--- src/rtl/btb_tag_ctrl_if.sv ---
// Client-side handshake bundle for the BTB tag controller: fetch lookups,
// their hit/miss responses, and branch-resolution updates.
interface btb_tag_ctrl_if #(
  parameter int PC_W = 32
);
  logic            lookup_valid;
  logic [PC_W-1:0] lookup_pc;
  logic            lookup_ready;
  logic            resp_valid;
  logic            resp_hit;
  logic            upd_valid;
  logic [PC_W-1:0] upd_pc;
  logic            upd_inval;
  logic            upd_ready;

  modport master (
    output lookup_valid, lookup_pc, upd_valid, upd_pc, upd_inval,
    input  lookup_ready, resp_valid, resp_hit, upd_ready
  );

  modport slave (
    input  lookup_valid, lookup_pc, upd_valid, upd_pc, upd_inval,
    output lookup_ready, resp_valid, resp_hit, upd_ready
  );
endinterface

--- src/rtl/btb_tag_ctrl.sv ---
// Initiator for the single-port BTB tag SRAM: clears every entry after reset,
// then arbitrates fetch lookups and branch updates onto the one RW port.
module btb_tag_ctrl #(
  parameter int IDX_W = 8,
  parameter int TAG_W = 21,
  parameter int PC_W  = 32
) (
  input  logic             clk,
  input  logic             rst,
  btb_tag_ctrl_if.slave    bus,
  output logic             init_done,
  output logic             sram_csb,
  output logic             sram_web,
  output logic [IDX_W-1:0] sram_addr,
  output logic [TAG_W:0]   sram_din,
  input  logic [TAG_W:0]   sram_dout
);

  typedef enum logic {S_INIT, S_RUN} state_t;

  state_t           state;
  logic [IDX_W-1:0] clr_cnt;
  logic             resp_valid_q;
  logic [TAG_W-1:0] lk_tag_q;
  logic             lookup_accept;

  logic [IDX_W-1:0] upd_idx, lk_idx;
  logic [TAG_W-1:0] upd_tag, lk_tag;

  assign upd_idx = bus.upd_pc[IDX_W+1:2];
  assign upd_tag = bus.upd_pc[IDX_W+TAG_W+1:IDX_W+2];
  assign lk_idx  = bus.lookup_pc[IDX_W+1:2];
  assign lk_tag  = bus.lookup_pc[IDX_W+TAG_W+1:IDX_W+2];

  // Byte-offset and top PC bits carry no BTB information.
  logic unused_pc_bits;
  assign unused_pc_bits = ^{bus.upd_pc[1:0], bus.upd_pc[PC_W-1:IDX_W+TAG_W+2],
                            bus.lookup_pc[1:0], bus.lookup_pc[PC_W-1:IDX_W+TAG_W+2]};

  // One SRAM access per cycle; updates win over lookups.
  always_comb begin
    // NOTE: every output gets a default first so no path leaves it unassigned (no latch).
    sram_csb         = 1'b1;
    sram_web         = 1'b1;
    sram_addr        = '0;
    sram_din         = '0;
    bus.lookup_ready = 1'b0;
    bus.upd_ready    = 1'b0;
    lookup_accept    = 1'b0;
    if (!rst) begin
      if (state == S_INIT) begin
        sram_csb  = 1'b0;
        sram_web  = 1'b0;
        sram_addr = clr_cnt;
      end else begin
        bus.upd_ready    = 1'b1;
        bus.lookup_ready = !bus.upd_valid;
        if (bus.upd_valid) begin
          sram_csb  = 1'b0;
          sram_web  = 1'b0;
          sram_addr = upd_idx;
          sram_din  = bus.upd_inval ? '0 : {1'b1, upd_tag};
        end else if (bus.lookup_valid) begin
          sram_csb      = 1'b0;
          sram_addr     = lk_idx;
          lookup_accept = 1'b1;
        end
      end
    end
  end

  always_ff @(posedge clk) begin
    if (rst) begin
      state        <= S_INIT;
      clr_cnt      <= '0;
      resp_valid_q <= 1'b0;
    end else begin
      resp_valid_q <= lookup_accept;
      if (state == S_INIT) begin
        clr_cnt <= clr_cnt + IDX_W'(1);
        if (clr_cnt == '1) state <= S_RUN;
      end
    end
  end

  // NOTE: lk_tag_q is pure datapath qualified by resp_valid_q, so it needs no reset.
  always_ff @(posedge clk) begin
    if (lookup_accept) lk_tag_q <= lk_tag;
  end

  assign init_done      = !rst && (state == S_RUN);
  assign bus.resp_valid = resp_valid_q;
  assign bus.resp_hit   = resp_valid_q && sram_dout[TAG_W] &&
                          (sram_dout[TAG_W-1:0] == lk_tag_q);

endmodule

--- src/flat_wrapper.sv ---
// flat-port wrapper written by rule: the top's interface ports become plain ports
module btb_tag_ctrl_flat 
#(
  parameter int IDX_W = 8,
  parameter int TAG_W = 21,
  parameter int PC_W  = 32
)
  (clk, rst, init_done, sram_csb, sram_web, sram_addr, sram_din, sram_dout, bus_lookup_valid, bus_lookup_pc, bus_upd_valid, bus_upd_pc, bus_upd_inval, bus_lookup_ready, bus_resp_valid, bus_resp_hit, bus_upd_ready);
  btb_tag_ctrl_if #(.PC_W(PC_W)) bus_i ();
  input  logic clk;
  input  logic rst;
  output logic init_done;
  output logic sram_csb;
  output logic sram_web;
  output logic [IDX_W-1:0] sram_addr;
  output logic [TAG_W:0] sram_din;
  input  logic [TAG_W:0] sram_dout;
  input wire logic [$bits(bus_i.lookup_valid)-1:0] bus_lookup_valid;
  input wire logic [$bits(bus_i.lookup_pc)-1:0] bus_lookup_pc;
  input wire logic [$bits(bus_i.upd_valid)-1:0] bus_upd_valid;
  input wire logic [$bits(bus_i.upd_pc)-1:0] bus_upd_pc;
  input wire logic [$bits(bus_i.upd_inval)-1:0] bus_upd_inval;
  output wire logic [$bits(bus_i.lookup_ready)-1:0] bus_lookup_ready;
  output wire logic [$bits(bus_i.resp_valid)-1:0] bus_resp_valid;
  output wire logic [$bits(bus_i.resp_hit)-1:0] bus_resp_hit;
  output wire logic [$bits(bus_i.upd_ready)-1:0] bus_upd_ready;
  assign bus_i.lookup_valid = bus_lookup_valid;
  assign bus_i.lookup_pc = bus_lookup_pc;
  assign bus_i.upd_valid = bus_upd_valid;
  assign bus_i.upd_pc = bus_upd_pc;
  assign bus_i.upd_inval = bus_upd_inval;
  assign bus_lookup_ready = bus_i.lookup_ready;
  assign bus_resp_valid = bus_i.resp_valid;
  assign bus_resp_hit = bus_i.resp_hit;
  assign bus_upd_ready = bus_i.upd_ready;
  btb_tag_ctrl #(.IDX_W(IDX_W), .TAG_W(TAG_W), .PC_W(PC_W)) u_core (.clk(clk), .rst(rst), .bus(bus_i), .init_done(init_done), .sram_csb(sram_csb), .sram_web(sram_web), .sram_addr(sram_addr), .sram_din(sram_din), .sram_dout(sram_dout));
endmodule
--- config.mk ---
export PLATFORM = sky130hd
export DESIGN_NAME = btb_tag_ctrl_flat
export DESIGN_NICKNAME = d
export VERILOG_FILES = /design/src/rtl/btb_tag_ctrl_if.sv /design/src/rtl/btb_tag_ctrl.sv /design/src/flat_wrapper.sv
export SDC_FILE = /design/constraint.sdc
export NUM_CORES = 1
export LEC_CHECK = 0
export ABC_AREA = 1
export BUFFER_PORTS_ARGS = -buffer_cell sky130_fd_sc_hd__buf_2
export CORE_MARGIN = 3
export CORE_UTILIZATION = 42
export DETAILED_ROUTE_END_ITERATION = 8
export PLACE_DENSITY = 0.8
export SLEW_MARGIN = 25
export SYNTH_ARGS = -nofsm -noshare
export SYNTH_HDL_FRONTEND = slang
export SYNTH_SLANG_ARGS = --single-unit
--- constraint.sdc ---
create_clock -name clk -period 3.91 [get_ports clk]
set_input_delay 0.782 -clock clk [delete_from_list [all_inputs] [get_ports clk]]
set_output_delay 0.782 -clock clk [all_outputs]
set_load 0.03 [all_outputs]
Yosys cells after proc, flatten, opt, wreduce, memory -nomap -nowiden --
Cells that the tools add are included.
Word-level totals: output and inout port bits 37, register bits 31, input port bits 91, word-level logic and storage cells 37
Cells by class: multiplexer cells 25, reduce and logical (&&, ||, !) cells 5, $add $sub $neg 1, eq/ne operators 2
Operators with widths (count):
- $mux 22 | 4
- $mux 8 | 4
- $eq 21x21->1 | 1
- $mux 1 | 17
- $add 8x1->8 const B | 1
- $eq 8x8->1 const B | 1
- $logic_and 1x1->1 | 3
- $logic_not 1->1 | 2

Logic depth before layout (Yosys ltp) --
depth in word-level cells 4, gate-level depth with buffers 8, depth with buffers taken out 8

Least setup slack after synthesis --
Ideal clock, no wire load.
kind input port to flip-flop, start point in bus_upd_valid, end point reg u_core.lk_tag_q[0] (enable), setup time 0.425 ns, buffers on the path 1, setup slack 0.858 ns, arrival time 2.626 ns, cell stages on the path 4, data required time 3.485 ns, cells stage by stage buf_4 inv_1 nand2_1 nor3_1
Between the ends: longest elaborated chain between the ends 3
RTL lines:
- start, declared | RTL line flat_wrapper.sv:20 | input wire logic [$bits(bus_i.upd_valid)-1:0] bus_upd_valid;
- $mux 1 | RTL line btb_tag_ctrl.sv:58 | if (bus.upd_valid) begin
- $mux 1 | RTL line btb_tag_ctrl.sv:51 | if (state == S_INIT) begin
- $mux 1 | RTL line btb_tag_ctrl.sv:50 | if (!rst) begin
- named net u_core.lookup_accept | RTL line btb_tag_ctrl.sv:25 | logic lookup_accept;
- end signal, assigned | RTL line btb_tag_ctrl.sv:88 | if (lookup_accept) lk_tag_q <= lk_tag;
- end, declared | RTL line btb_tag_ctrl.sv:24 | logic [TAG_W-1:0] lk_tag_q;
The timed path passes the listed nets, and every way through them passes these cells. A chain may end at the register's enable or synchronous reset.

Final worst setup path --
start point reg u_core.state, end point out sram_din[0]
Between the ends: longest elaborated chain between the ends 2
RTL lines:
- start, declared | RTL line btb_tag_ctrl.sv:21 | state_t state;
- start signal, assigned | RTL line btb_tag_ctrl.sv:74 | state <= S_INIT;
- start signal, assigned | RTL line btb_tag_ctrl.sv:81 | if (clr_cnt == '1) state <= S_RUN;
- $mux 22 | RTL line btb_tag_ctrl.sv:51
- $mux 22 | RTL line btb_tag_ctrl.sv:50
- end, declared | RTL line flat_wrapper.sv:16 | output logic [TAG_W:0] sram_din;
No other way between the ends.

==> impl_metrics.tcl <==
set metrics [dict create \
    vias_per_cell 4.46 \
    tightestPinTransition_ns 0.565 \
    slew_violations 0 \
    path_cells "inv_1 > nor2_4 > inv_2 > nor3_4 > inv_2 > nor2_1 > buf_2" \
    synth.net_count 360 \
    grt_max_degree 22 \
    cts_repair_resize_count 0 \
    fp.coreArea_um2 4410 \
    status "finished clean" \
    min_from "u_core.clr_cnt[7]" \
    setup_viol 0 \
    nets 481 \
    relSlewSlack 0.623 \
    r2r-start "u_core.state" \
    die_w_um 73.8 \
    route.detailed.drc 0 \
    die_y_um 73.8 \
    ys_warn_count 0 \
    crit_cells 7 \
    regArea_um2 831 \
    clockBufferDepth 2 \
    syn_area_um2 1930 \
    start_util 0.438 \
    io_buffers 121 \
    top_level_ports 128 \
    antenna_found_initial 0 \
    fillers 404 \
    path_clk_slew_ns 0.06 \
    async_flop_share 0 \
    yosysTopAreaCell "edfxtp_1" \
    period_minus_slack_ns 2.88 \
    start_kind "flop" \
    synth-compound-area-share 0.104 \
    avgSynthCellArea_um2 7.21 \
    cts_num_sinks 31 \
    routabilityCongestion 0.798 \
    ys_ff_latch 31 \
    ant_nets 0 \
    yosys-top-cells-area "edfxtp_1 33%, nand2_1 12%, inv_1 12%, dfxtp_1 10%, nor2_2 6.1%" \
    critPathKind "reg2out" \
    synth-main-ff-cell "edfxtp_1" \
    total_leakage_power_uw 0.00152 \
    hold_class "reg2reg" \
    hold_path_depth 2 \
    synth_cell_types 25 \
    drive_above_1_share 0.397 \
    dpl.hpwl_um 3990 \
    insertion_delay_ns 0.28 \
    met3_length_um 376 \
    skew_ns 0.00439 \
    cp_data_arrival_time_ns 2.10 \
    top_layer "met4" \
    die_area_um2 5450 \
    synth_top_family_by_area "simple AND/OR/NAND/NOR gates" \
    netlist_instances 268 \
    rows 24 \
    grt_use_total 0.174 \
    cts_post_setup_buffers_inserted 0 \
    crit_fanout 21 \
    first_global_vias 1798 \
    synth_adder_area_share 0.00647 \
    seq_area_frac_synth 0.430 \
    vias 1971 \
    drt_wl_total_um 4860 \
    cp-startpoint "u_core.state" \
    utilization 0.599 \
    synth_edf_count 21 \
    final_cell_mix "121 x buf_2, 64 x nand2_1, 61 x inv_1" \
    first_pass_iters 4 \
    cp-end-kind "primary output" \
    crit_path_top_delay_cell "dfxtp_1" \
    powerDensity_nw_per_um2 264 \
    fmax_mhz 347 \
    grt_setup_unrepaired "no" \
    numCtsBuffers 5 \
    slowest_delay_ns 0.52 \
    area_growth_pct 36.8 \
    ctsHoldBuffers 0 \
    wl_met2_um 2540 \
    tns_ns 0 \
    cp_top_family "buffers and inverters" \
    synth_xor_area_frac 0.0136 \
    grt_pass1_wl_um 7390 \
    cts_root_buf "clkbuf_8" \
    drtIter0Drc 80 \
    globalRouteOverflowTotal 0 \
    hold_viol 0 \
    htree_levels 2 \
    wire_per_inst_um 11.0 \
    synth-simple-area-share 0.291 \
    multi_input_area_um2 808 \
    ir_drop_mv 0.137 \
    hold_ws_ns 0.499 \
    worst_ep_required_time_ns 3.13 \
    post-route-period-util 0.737 \
    tritoncts "yes" \
    cp_common_cell "inv_2" \
    n_antenna_cell 0 \
    drv_cap 0 \
    wl_met1_um 1900 \
    muxShareOfSynthArea 0 \
    r2r_cells 5 \
    layout_commonest_cell "buf_2" \
    path_buf_inv 4 \
    synth_top_area_frac 0.326 \
]
-- power by group --
part	internal (uW)	leakage, uW	switching [uW]
sequential	352	0.000270	2.97
clock	142	0.0000482	111
combinational	43.8	0.00120	45.8
total	538	0.00152	160
-- layer usage --
metal	vias up	track usage
met5	-	0
met4	0	0.0423
met3	6	0.0588
met2	60	0.311
met1	849	0.197
li1	1056	-
-- flip-flops by register name, indices dropped and copies added (netlist names) --
signal	count
u_core.lk_tag_q	21
u_core.state	1
u_core.clr_cnt	8
u_core.bus.resp_valid	1
-- stage by stage --
stage | cells | area [um^2] | setup WS, ns | total power (uW)
4_1_cts | 442 | 2650 | 1.04 | 707
5_1_grt | 442 | 2650 | 0.879 | 734
3_3_place_gp | 434 | 2550 | 1.21 | 449
3_5_place_dp | 434 | 2550 | 1.18 | 452
6_report | 442 | 2650 | 1.03 | 698
2_1_floorplan | 268 | 1930 | 0.858 | 402
-- final cells by class --
| cell class | instances | area share |
|---|---|---|
| Clock buffer | 7 | 0.0326 |
| Clock inverter | 1 | 0.00189 |
| Inverter | 63 | 0.0894 |
| Multi-Input combinational cell | 166 | 0.306 |
| Sequential cell | 31 | 0.314 |
| Tap cell | 52 | 0.0246 |
| Timing Repair Buffer | 122 | 0.232 |
-- worst min-delay path, stage by stage, from the launching register on --
cell and delay [ns]:
dfxtp_1 0.34, inv_1 0.06, a21oi_1 0.05
-- synthesized netlist by cell type, drive strengths merged (2+ instances only) --
cell type   n
nand2      64
inv        63
nor2       49
edfxtp     21
a21oi      19
o21ai      14
dfxtp      10
buf         7
nand3       5
nor3        4
xor2        3
nand4       2
-- cell families after synthesis --
kind of cell             Yosys count
AND/OR/NAND/NOR                  124
XOR/XNOR                           3
AO/OA/AOI/OAI                     38
flip-flops                        31
adder cells (fa/ha/maj)            1
buffers and inverters             71
-- final timing paths --
check                                         end  slack [ns]
worst max-delay path                  sram_din[0]        1.03
worst min-delay path            u_core.clr_cnt[7]        0.50
worst max register to register  u_core.clr_cnt[5]        2.30
worst min register to register  u_core.clr_cnt[7]        0.50
No activity file was read; power rests on OpenSTA's default activity.
